[config.mk]
export PLATFORM = sky130hd
export DESIGN_NAME = mmio_test_monitor
export DESIGN_NICKNAME = d
export VERILOG_FILES = /design/src/rtl/mmio_test_monitor_pkg.sv /design/src/rtl/mmio_test_monitor_log_fifo.sv /design/src/rtl/mmio_test_monitor.sv
export SDC_FILE = /design/constraint.sdc
export NUM_CORES = 1
export LEC_CHECK = 0
export CORE_MARGIN = 1
export CORE_UTILIZATION = 40
export DETAILED_ROUTE_END_ITERATION = 12
export GPL_ROUTABILITY_DRIVEN = 0
export MAX_ROUTING_LAYER = met4
export SLEW_MARGIN = 15
export SYNTH_ARGS = -nofsm -noshare
export SYNTH_HDL_FRONTEND = slang
export SYNTH_SLANG_ARGS = --single-unit
export TNS_END_PERCENT = 20
[constraint.sdc]
create_clock -name clk -period 14.05 [get_ports clk]
set_input_delay 1.405 -clock clk [delete_from_list [all_inputs] [get_ports clk]]
set_output_delay 1.405 -clock clk [all_outputs]
set_load 0.02 [all_outputs]
[src/rtl/mmio_test_monitor_pkg.sv]
// rtl/mmio_test_monitor_pkg.sv - shared register map, ID constant, state encoding
package mmio_test_monitor_pkg;

  localparam logic [11:0] OFF_ID     = 12'h000;
  localparam logic [11:0] OFF_CYCLE  = 12'h004;
  localparam logic [11:0] OFF_STATUS = 12'h008;
  localparam logic [11:0] OFF_DONE   = 12'h00C;
  localparam logic [11:0] OFF_LOG0   = 12'h010;

  localparam logic [31:0] ID_VALUE = 32'h5359_4E31;

  typedef enum logic [1:0] {
    ST_RUNNING = 2'd0,
    ST_PASSED  = 2'd1,
    ST_FAILED  = 2'd2,
    ST_TIMEOUT = 2'd3
  } state_e;

  localparam int STATUS_DONE_BIT     = 0;
  localparam int STATUS_PASS_BIT     = 1;
  localparam int STATUS_TIMEOUT_BIT  = 2;
  localparam int STATUS_OVERFLOW_BIT = 3;
  localparam int STATUS_OCC_LSB      = 8;

endpackage

[src/rtl/mmio_test_monitor_log_fifo.sv]
// rtl/mmio_test_monitor_log_fifo.sv - synchronous FIFO buffering log entries
// A push while full is accepted only when a pop happens in the same cycle.
module log_fifo #(
  parameter int WIDTH = 36,
  parameter int DEPTH = 8
) (
  input  logic                     clk_i,
  input  logic                     reset_i,
  input  logic                     push_i,
  input  logic                     pop_i,
  input  logic [WIDTH-1:0]         data_i,
  output logic [WIDTH-1:0]         data_o,
  output logic                     full_o,
  output logic                     empty_o,
  output logic [$clog2(DEPTH):0]   count_o
);

  localparam int AW = $clog2(DEPTH);
  localparam int CW = AW + 1;

  logic [WIDTH-1:0] mem_q [DEPTH];
  logic [AW-1:0]    wr_ptr_q, rd_ptr_q;
  logic [CW-1:0]    count_q, count_d;
  logic             do_push, do_pop;

  assign full_o  = (count_q == CW'(DEPTH));
  assign empty_o = (count_q == '0);
  assign do_pop  = pop_i && !empty_o;
  assign do_push = push_i && (!full_o || do_pop);
  assign data_o  = mem_q[rd_ptr_q];
  assign count_o = count_q;

  always_comb begin
    count_d = count_q;
    if (do_push && !do_pop) count_d = count_q + CW'(1);
    else if (!do_push && do_pop) count_d = count_q - CW'(1);
  end

  always_ff @(posedge clk_i) begin
    if (reset_i) begin
      wr_ptr_q <= '0;
      rd_ptr_q <= '0;
      count_q  <= '0;
    end else begin
      if (do_push) wr_ptr_q <= wr_ptr_q + AW'(1);
      if (do_pop)  rd_ptr_q <= rd_ptr_q + AW'(1);
      count_q <= count_d;
    end
  end

  always_ff @(posedge clk_i) begin
    if (do_push) mem_q[wr_ptr_q] <= data_i;
  end

endmodule

[src/rtl/mmio_test_monitor.sv]
// rtl/mmio_test_monitor.sv - memory-mapped pass/fail, log console and watchdog peripheral
module mmio_test_monitor
  import mmio_test_monitor_pkg::*;
#(
  parameter logic [31:0] BASE_ADDR    = 32'h0200_0000,
  parameter int          DATA_WIDTH   = 32,
  parameter int          NUM_CHANNELS = 4,
  parameter int          LOG_DEPTH    = 8,
  parameter int          MAX_CYCLES   = 10000
) (
  input  logic                  clk,
  input  logic                  reset,
  input  logic                  mem_write,
  input  logic [31:0]           addr,
  input  logic [DATA_WIDTH-1:0] wdata,
  output logic [DATA_WIDTH-1:0] rdata,
  output logic                  log_valid,
  input  logic                  log_ready,
  output logic [3:0]            log_channel,
  output logic [DATA_WIDTH-1:0] log_data,
  output logic                  done,
  output logic                  pass,
  output logic [DATA_WIDTH-1:0] fail_code,
  output logic                  timeout,
  output logic                  overflow,
  output logic [31:0]           cycle_count
);

  localparam int CW = $clog2(LOG_DEPTH) + 1;
  localparam int EW = DATA_WIDTH + 4;

  state_e                state_q;
  logic                  done_q, pass_q, timeout_q, overflow_q;
  logic [DATA_WIDTH-1:0] fail_code_q;
  logic [31:0]           cycle_q;

  logic                  in_window, done_wr, log_wr, timeout_hit;
  logic [9:0]            word_off, log_word;
  logic                  fifo_full, fifo_empty, fifo_pop;
  logic [CW-1:0]         fifo_count;
  logic [EW-1:0]         fifo_head;
  logic [31:0]           status_word;

  assign in_window = (addr[31:12] == BASE_ADDR[31:12]) && (addr[1:0] == 2'b00);
  assign word_off  = addr[11:2];
  assign log_word  = word_off - OFF_LOG0[11:2];
  assign done_wr   = mem_write && in_window && (word_off == OFF_DONE[11:2]);
  assign log_wr    = mem_write && in_window && (state_q == ST_RUNNING)
                   && (word_off >= OFF_LOG0[11:2]) && (log_word < 10'(NUM_CHANNELS));

  assign timeout_hit = (MAX_CYCLES != 0) && (cycle_q == 32'(MAX_CYCLES - 1));

  // Cycle counter only advances on edges that leave the monitor in RUNNING,
  // so it reads the cycle of the terminating event afterwards.
  always_ff @(posedge clk) begin
    if (reset) begin
      state_q     <= ST_RUNNING;
      done_q      <= 1'b0;
      pass_q      <= 1'b0;
      timeout_q   <= 1'b0;
      fail_code_q <= '0;
      cycle_q     <= '0;
    end else if (state_q == ST_RUNNING) begin
      if (done_wr && wdata == DATA_WIDTH'(1)) begin
        state_q <= ST_PASSED;
        done_q  <= 1'b1;
        pass_q  <= 1'b1;
      end else if (done_wr && wdata != '0) begin
        state_q     <= ST_FAILED;
        done_q      <= 1'b1;
        fail_code_q <= wdata;
      end else if (timeout_hit) begin
        state_q     <= ST_TIMEOUT;
        done_q      <= 1'b1;
        timeout_q   <= 1'b1;
        fail_code_q <= DATA_WIDTH'(MAX_CYCLES);
      end else if (cycle_q != 32'hFFFF_FFFF) begin
        cycle_q <= cycle_q + 32'd1;
      end
    end
  end

  assign fifo_pop = !fifo_empty && log_ready;

  always_ff @(posedge clk) begin
    if (reset) overflow_q <= 1'b0;
    else if (log_wr && fifo_full && !fifo_pop) overflow_q <= 1'b1;
  end

  log_fifo #(
    .WIDTH (EW),
    .DEPTH (LOG_DEPTH)
  ) u_log_fifo (
    .clk_i   (clk),
    .reset_i (reset),
    .push_i  (log_wr),
    .pop_i   (fifo_pop),
    .data_i  ({log_word[3:0], wdata}),
    .data_o  (fifo_head),
    .full_o  (fifo_full),
    .empty_o (fifo_empty),
    .count_o (fifo_count)
  );

  always_comb begin
    status_word = '0;
    status_word[STATUS_DONE_BIT]     = done_q;
    status_word[STATUS_PASS_BIT]     = pass_q;
    status_word[STATUS_TIMEOUT_BIT]  = timeout_q;
    status_word[STATUS_OVERFLOW_BIT] = overflow_q;
    status_word[STATUS_OCC_LSB +: 8] = 8'(fifo_count);
  end

  always_comb begin
    rdata = '0;
    if (in_window) begin
      if (word_off == OFF_ID[11:2])          rdata = DATA_WIDTH'(ID_VALUE);
      else if (word_off == OFF_CYCLE[11:2])  rdata = DATA_WIDTH'(cycle_q);
      else if (word_off == OFF_STATUS[11:2]) rdata = DATA_WIDTH'(status_word);
    end
  end

  assign log_valid   = !fifo_empty;
  assign log_channel = fifo_head[EW-1 -: 4];
  assign log_data    = fifo_head[DATA_WIDTH-1:0];
  assign done        = done_q;
  assign pass        = pass_q;
  assign timeout     = timeout_q;
  assign fail_code   = fail_code_q;
  assign overflow    = overflow_q;
  assign cycle_count = cycle_q;

endmodule

Yosys cells after proc, flatten, opt, wreduce, memory -nomap -nowiden
Memory sizes are Yosys's and may differ from the RTL's. A register that Yosys moved wholly into a read port is not among the register bits. Cells that the tools add are included.

Flip-flop bits (word level): 80. Memory bits (writable): 288. Input bits: 68. Output and inout port bits: 137. Logic and storage cells: 82. Memories: 1.

Memory list: u_log_fifo.mem_q (words 8, width 36, read ports 1, clocked after Yosys merged registers in 1, write ports 1, RTL line mmio_test_monitor_log_fifo.sv:21) `logic [WIDTH-1:0] mem_q [DEPTH];`.

$add $sub $neg: 6. $lt $le $gt $ge: 2. Equality and inequality tests: 8. Muxes and demuxes: 18. Bitwise gates (word level): 3. Reductions and logical operators: 34.

Operator list (count): 32-bit two-way mux (5); 32-bit by 1-bit adder with 32-bit output (second input constant) (1); 32-bit by 1-bit equality test with 1-bit output (second input constant) (1); 32-bit by 14-bit equality test with 1-bit output (second input constant) (1); 32-bit != test (second input constant) (1); 32-bit nonzero test (1); 10-bit by 2-bit equality test with 1-bit output (second input constant) (2); 20-bit by 14-bit equality test with 1-bit output (second input constant) (1); 1-bit logical AND (15); 12-bit two-way mux (1); 10-bit by 1-bit equality test with 1-bit output (second input constant) (1); 10-bit by 3-bit >= comparator with 1-bit output (second input constant) (1); 10-bit zero test (1); 10-bit by 3-bit less-than comparator with 1-bit output (second input constant) (1); 10-bit by 3-bit subtractor with 10-bit output (second input constant) (1); 4-bit two-way mux (2); 3-bit by 1-bit adder with 3-bit output (second input constant) (2); 2-bit two-way mux (3); 3-bit two-way mux (2); 1-bit zero test (5); 1-bit two-way mux (5); 5-bit AND reduction (1); 4-bit by 1-bit adder with 4-bit output (second input constant) (1); 4-bit equality test (second input constant) (1); 10 further kinds (15).

Depth between registers and ports, before layout
Depth in word-level cells: 11. Gate-level depth with buffers: 16. Depth with buffers taken out: 16.

Hierarchy
From an unflattened synthesis, not the netlist that was laid out.

Cells, all modules: 978. Area, all modules: 15254.6 µm².

By module, submodules not included: log_fifo (times used 1, cells each 489, area an instance 11471.0 µm², seq. area each 8908.5 µm²); mmio_test_monitor (times used 1, cells each 489, area an instance 3783.6 µm², seq. area each 1401.3 µm²).

Least setup slack after synthesis
Ideal clock, no wire load.

Kind: input -> register. Start: in addr[19]. End: mem u_log_fifo.mem_q[2][0] (enable). Setup time: 0.532 ns. Arrival time: 6.742 ns. Required time: 13.518 ns. Setup slack: 6.776 ns. Stages: 6. Path buffers: 1. Path through: or4_1 > or4_1 > clkbuf_1 > nor3_1 > nand2b_1 > nor4b_1.

Word-level cells in the longest chain between the ends: 9.

RTL lines: start: declaration (RTL line mmio_test_monitor.sv:14) `input logic [31:0] addr,`; 20-bit by 14-bit equality test with 1-bit output (RTL line mmio_test_monitor.sv:44) `assign in_window = (addr[31:12] == BASE_ADDR[31:12]) && (addr[1:0] == 2'b00);`; 1-bit logical AND (RTL line mmio_test_monitor.sv:44); 1-bit logical AND (2 in a row) (RTL line mmio_test_monitor.sv:48) `assign log_wr = mem_write && in_window && (state_q == ST_RUNNING)`; 1-bit logical AND (2 in a row) (RTL line mmio_test_monitor.sv:49) `&& (word_off >= OFF_LOG0[11:2]) && (log_word < 10'(NUM_CHANNELS));`; 1-bit logical AND (RTL line mmio_test_monitor_log_fifo.sv:29) `assign do_push = push_i && (!full_o || do_pop);`; 1-bit two-way mux (RTL line mmio_test_monitor_log_fifo.sv:52) `if (do_push) mem_q[wr_ptr_q] <= data_i;`; 1-bit two-way mux (implied by the code) (RTL line mmio_test_monitor_log_fifo.sv:52); end: declaration (RTL line mmio_test_monitor_log_fifo.sv:21).

No other way between the ends.

Final worst setup path
Start: in addr[19]. End: out rdata[29].

Word-level cells in the longest chain between the ends: 3.

RTL lines: 20-bit by 14-bit equality test with 1-bit output (RTL line mmio_test_monitor.sv:44); 1-bit logical AND (RTL line mmio_test_monitor.sv:44); 32-bit two-way mux (RTL line mmio_test_monitor.sv:116) `if (in_window) begin`; end: declaration (RTL line mmio_test_monitor.sv:16) `output logic [DATA_WIDTH-1:0] rdata,`.

No other way between the ends.

==> flow_summary.ini <==
[floorplan]
ios = 205
dieArea_mm2 = 0.0381
die_w_um = 195
core_area_mm2 = 0.0367
fp-row-count = 70
dieHeight_um = 195
start_util = 0.407

[global_route]
grt_use_total = 0.199
antenna_found_initial = 1
gr-total-overflow = 0
grt_pass1_vias = 9331
grt_first_pass_wirelength_um = 55900
grt_max_degree = 71

[clock_tree]
cts_htree_levels = 2
cts_root_buffer = clkbuf_16
cts_resized = 0
cts_buffers = 40
cts_tree = yes
clk_latency_ps = 530
postCtsSetupRepairBufs = 0
cts_buffer_depth = 3
clock_sinks = 371
hold_buffers = 0
clkTransAtPathRegs_ps = 60

[timing]
finalSetupViolCount = 0
fin_tns_setup_ps = 0
fin_worst_skew_ps = 13.7
fin_ws_ps = 7650
maxSlewHeadroom = 0.257
drv_slew = 0
timing.hold.ws_ps = 475
rsz0062_at_grt = no
fin_crit_ps = 6400
hold_viol = 0
clock.fmax_mhz = 156
post-route-period-util = 0.455
worst_pin_slew_ps = 1110

[detailed_routing]
dr_wl_met2_um = 17500
wl_per_cell_um = 22.2
ant_nets = 0
finalWirelength_um = 36500
num_vias = 8952
wl_met3_um = 2250
drc_errors = 0
vias_per_cell = 5.44
drt_iter0_markers = 568
maxUsedRoutingLayer = met4
wl_met1_um = 16300
dr.pass1.iters = 5

[synthesis]
synth_fa_ha_area_frac = 0.00888
synthMuxAreaShare = 0.142
synth_top_family_by_area = multiplexers
ys_seq_elements = 371
synth_fp_nets = 1007
synth.avg_cell_area_um2 = 16.1
synth_top_flop_cell = edfxtp_1
synth-seq-area-share = 0.690
yosysUniqueCellTypes = 47
synth-xor-area-share = 0.0152
synth_compound_area_frac = 0.0374
synth-async-reset-ratio = 0
synth-simple-area-share = 0.0883
netlist_area_mm2 = 0.0149
ys_warn_count = 0
synth-edff-count = 288
postSynthCellCount = 929

[setup_path]
cp_max_fo = 14
cp-end-kind = primary output
worst-path-stages = 6
crit_end = rdata[29]
path_class = in2out
slowest_stage = nor3_1
setup.worst_path.start = addr[19]
r2r-start = state_q[1]
crit_arrival_ps = 4990
cp_top_family = simple AND/OR/NAND/NOR gates
crit_required_ps = 12650
cp_slowest_stage_delay_ps = 990
cp_cell_sequence = clkdlybuf4s50_1 -> or4_1 -> or4_1 -> nor3_1 -> and3_1 -> clkdlybuf4s50_1
r2r_cells = 8
r2r-end = u_log_fifo.mem_q[5][17]
critPathLaunchType = input pin
cp_num_buf_inv = 2
r2r_slack_ps = 10810

[status]
status = completed

[power]
power_density_mw_per_mm2 = 136
vdd_drop_max_uv = 86.9
finalPower_w = 0.00256
p_leak_nw = 6.01

[hold_path]
holdCritStartpoint = fail_code[25]
hp-class = reg2reg

[place]
place_ws_ps = 7640
dp_hpwl_um = 21500
io_buffers = 204

[finish]
multi_input_area_mm2 = 0.00443
fin_util = 0.514
final_nets = 1224
seq_area_mm2 = 0.0103
drive_above_1_share = 0.178
mostFrequentLayoutCells = edfxtp_1, clkdlybuf4s50_1, dfxtp_1
syn_to_final_growth_pct = 26.2
fill_cells = 3083
final_common_cell = edfxtp_1

[run]
max_cap_viol_count = 0
-- Yosys cell counts (7+ instances only) --
library cell	number	area, um2
nand4_1	18	113
mux4_2	72	1620
a21oi_1	39	195
clkbuf_1	26	97.6
a22o_1	27	236
nand3_1	28	140
buf_1	14	52.6
dfxtp_1	83	1660
edfxtp_1	288	8650
nand2_1	30	113
nor3_1	20	100
xnor2_1	13	114
ha_1	9	113
inv_1	20	75.1
and3_1	20	125
nor2_1	77	289
nor4_1	18	113
or4_1	7	52.6
xor2_1	13	114
mux2_2	43	484
-- layer usage --
layer	track usage	vias up
met4	0.0400	0
li1	-	4090
met3	0.0383	37
met2	0.321	281
met5	-	-
met1	0.264	4544
-- how the worst min path moves through the flow --
stage	cells after the start	to
after floorplan	2	register
after global routing	1	fail_code[30]
after global placement	1	fail_code[28]
final	1	fail_code[25]
after detailed placement	1	fail_code[21]
after CTS	1	fail_code[1]
-- registers in the layout (all words and copies together) (netlist names), named ones only --
| name | cells |
|---|---|
| u_log_fifo.mem_q | 288 |
| cycle_count | 32 |
| fail_code | 32 |
| u_log_fifo.count_o | 4 |
| u_log_fifo.rd_ptr_q | 3 |
| u_log_fifo.wr_ptr_q | 3 |
| state_q | 2 |
| done | 1 |
| overflow | 1 |
| pass | 1 |
| timeout | 1 |
-- through the flow --
stage	instance area, um2	std cells
after floorplan	14900	929
after global placement	17600	1572
after detailed placement	17600	1572
after CTS	18900	1645
after global routing	18900	1646
final	18900	1646
-- cell families (layout without fill, tap and decap cells) --
group,Yosys count,after routing
AOI/OAI and AO/OA,84,84
xor gates and xnor gates,26,26
adders and majority gates,10,10
buffers and inverters,66,314
DFF,371,371
muxes,117,117
other,0,1
and+or+nand+nor,255,255
-- final cells by class --
type,count,share of cell area
Sequential cell,371,0.547
Multi-Input combinational cell,492,0.235
Timing Repair Buffer,221,0.115
Clock buffer,53,0.0595
Tap cell,468,0.0310
Clock inverter,20,0.00862
Inverter,20,0.00398
Antenna cell,1,0.000133
-- power breakdown --
group | switching, W | leakage [nW] | total (W) | internal [W]
logic | 0.000139 | 2.12 | 0.000320 | 0.000181
clock network | 0.000416 | 0.636 | 0.00102 | 0.000601
registers | 0.0000346 | 3.26 | 0.00122 | 0.00119
No activity file was read; power rests on OpenSTA's default activity.
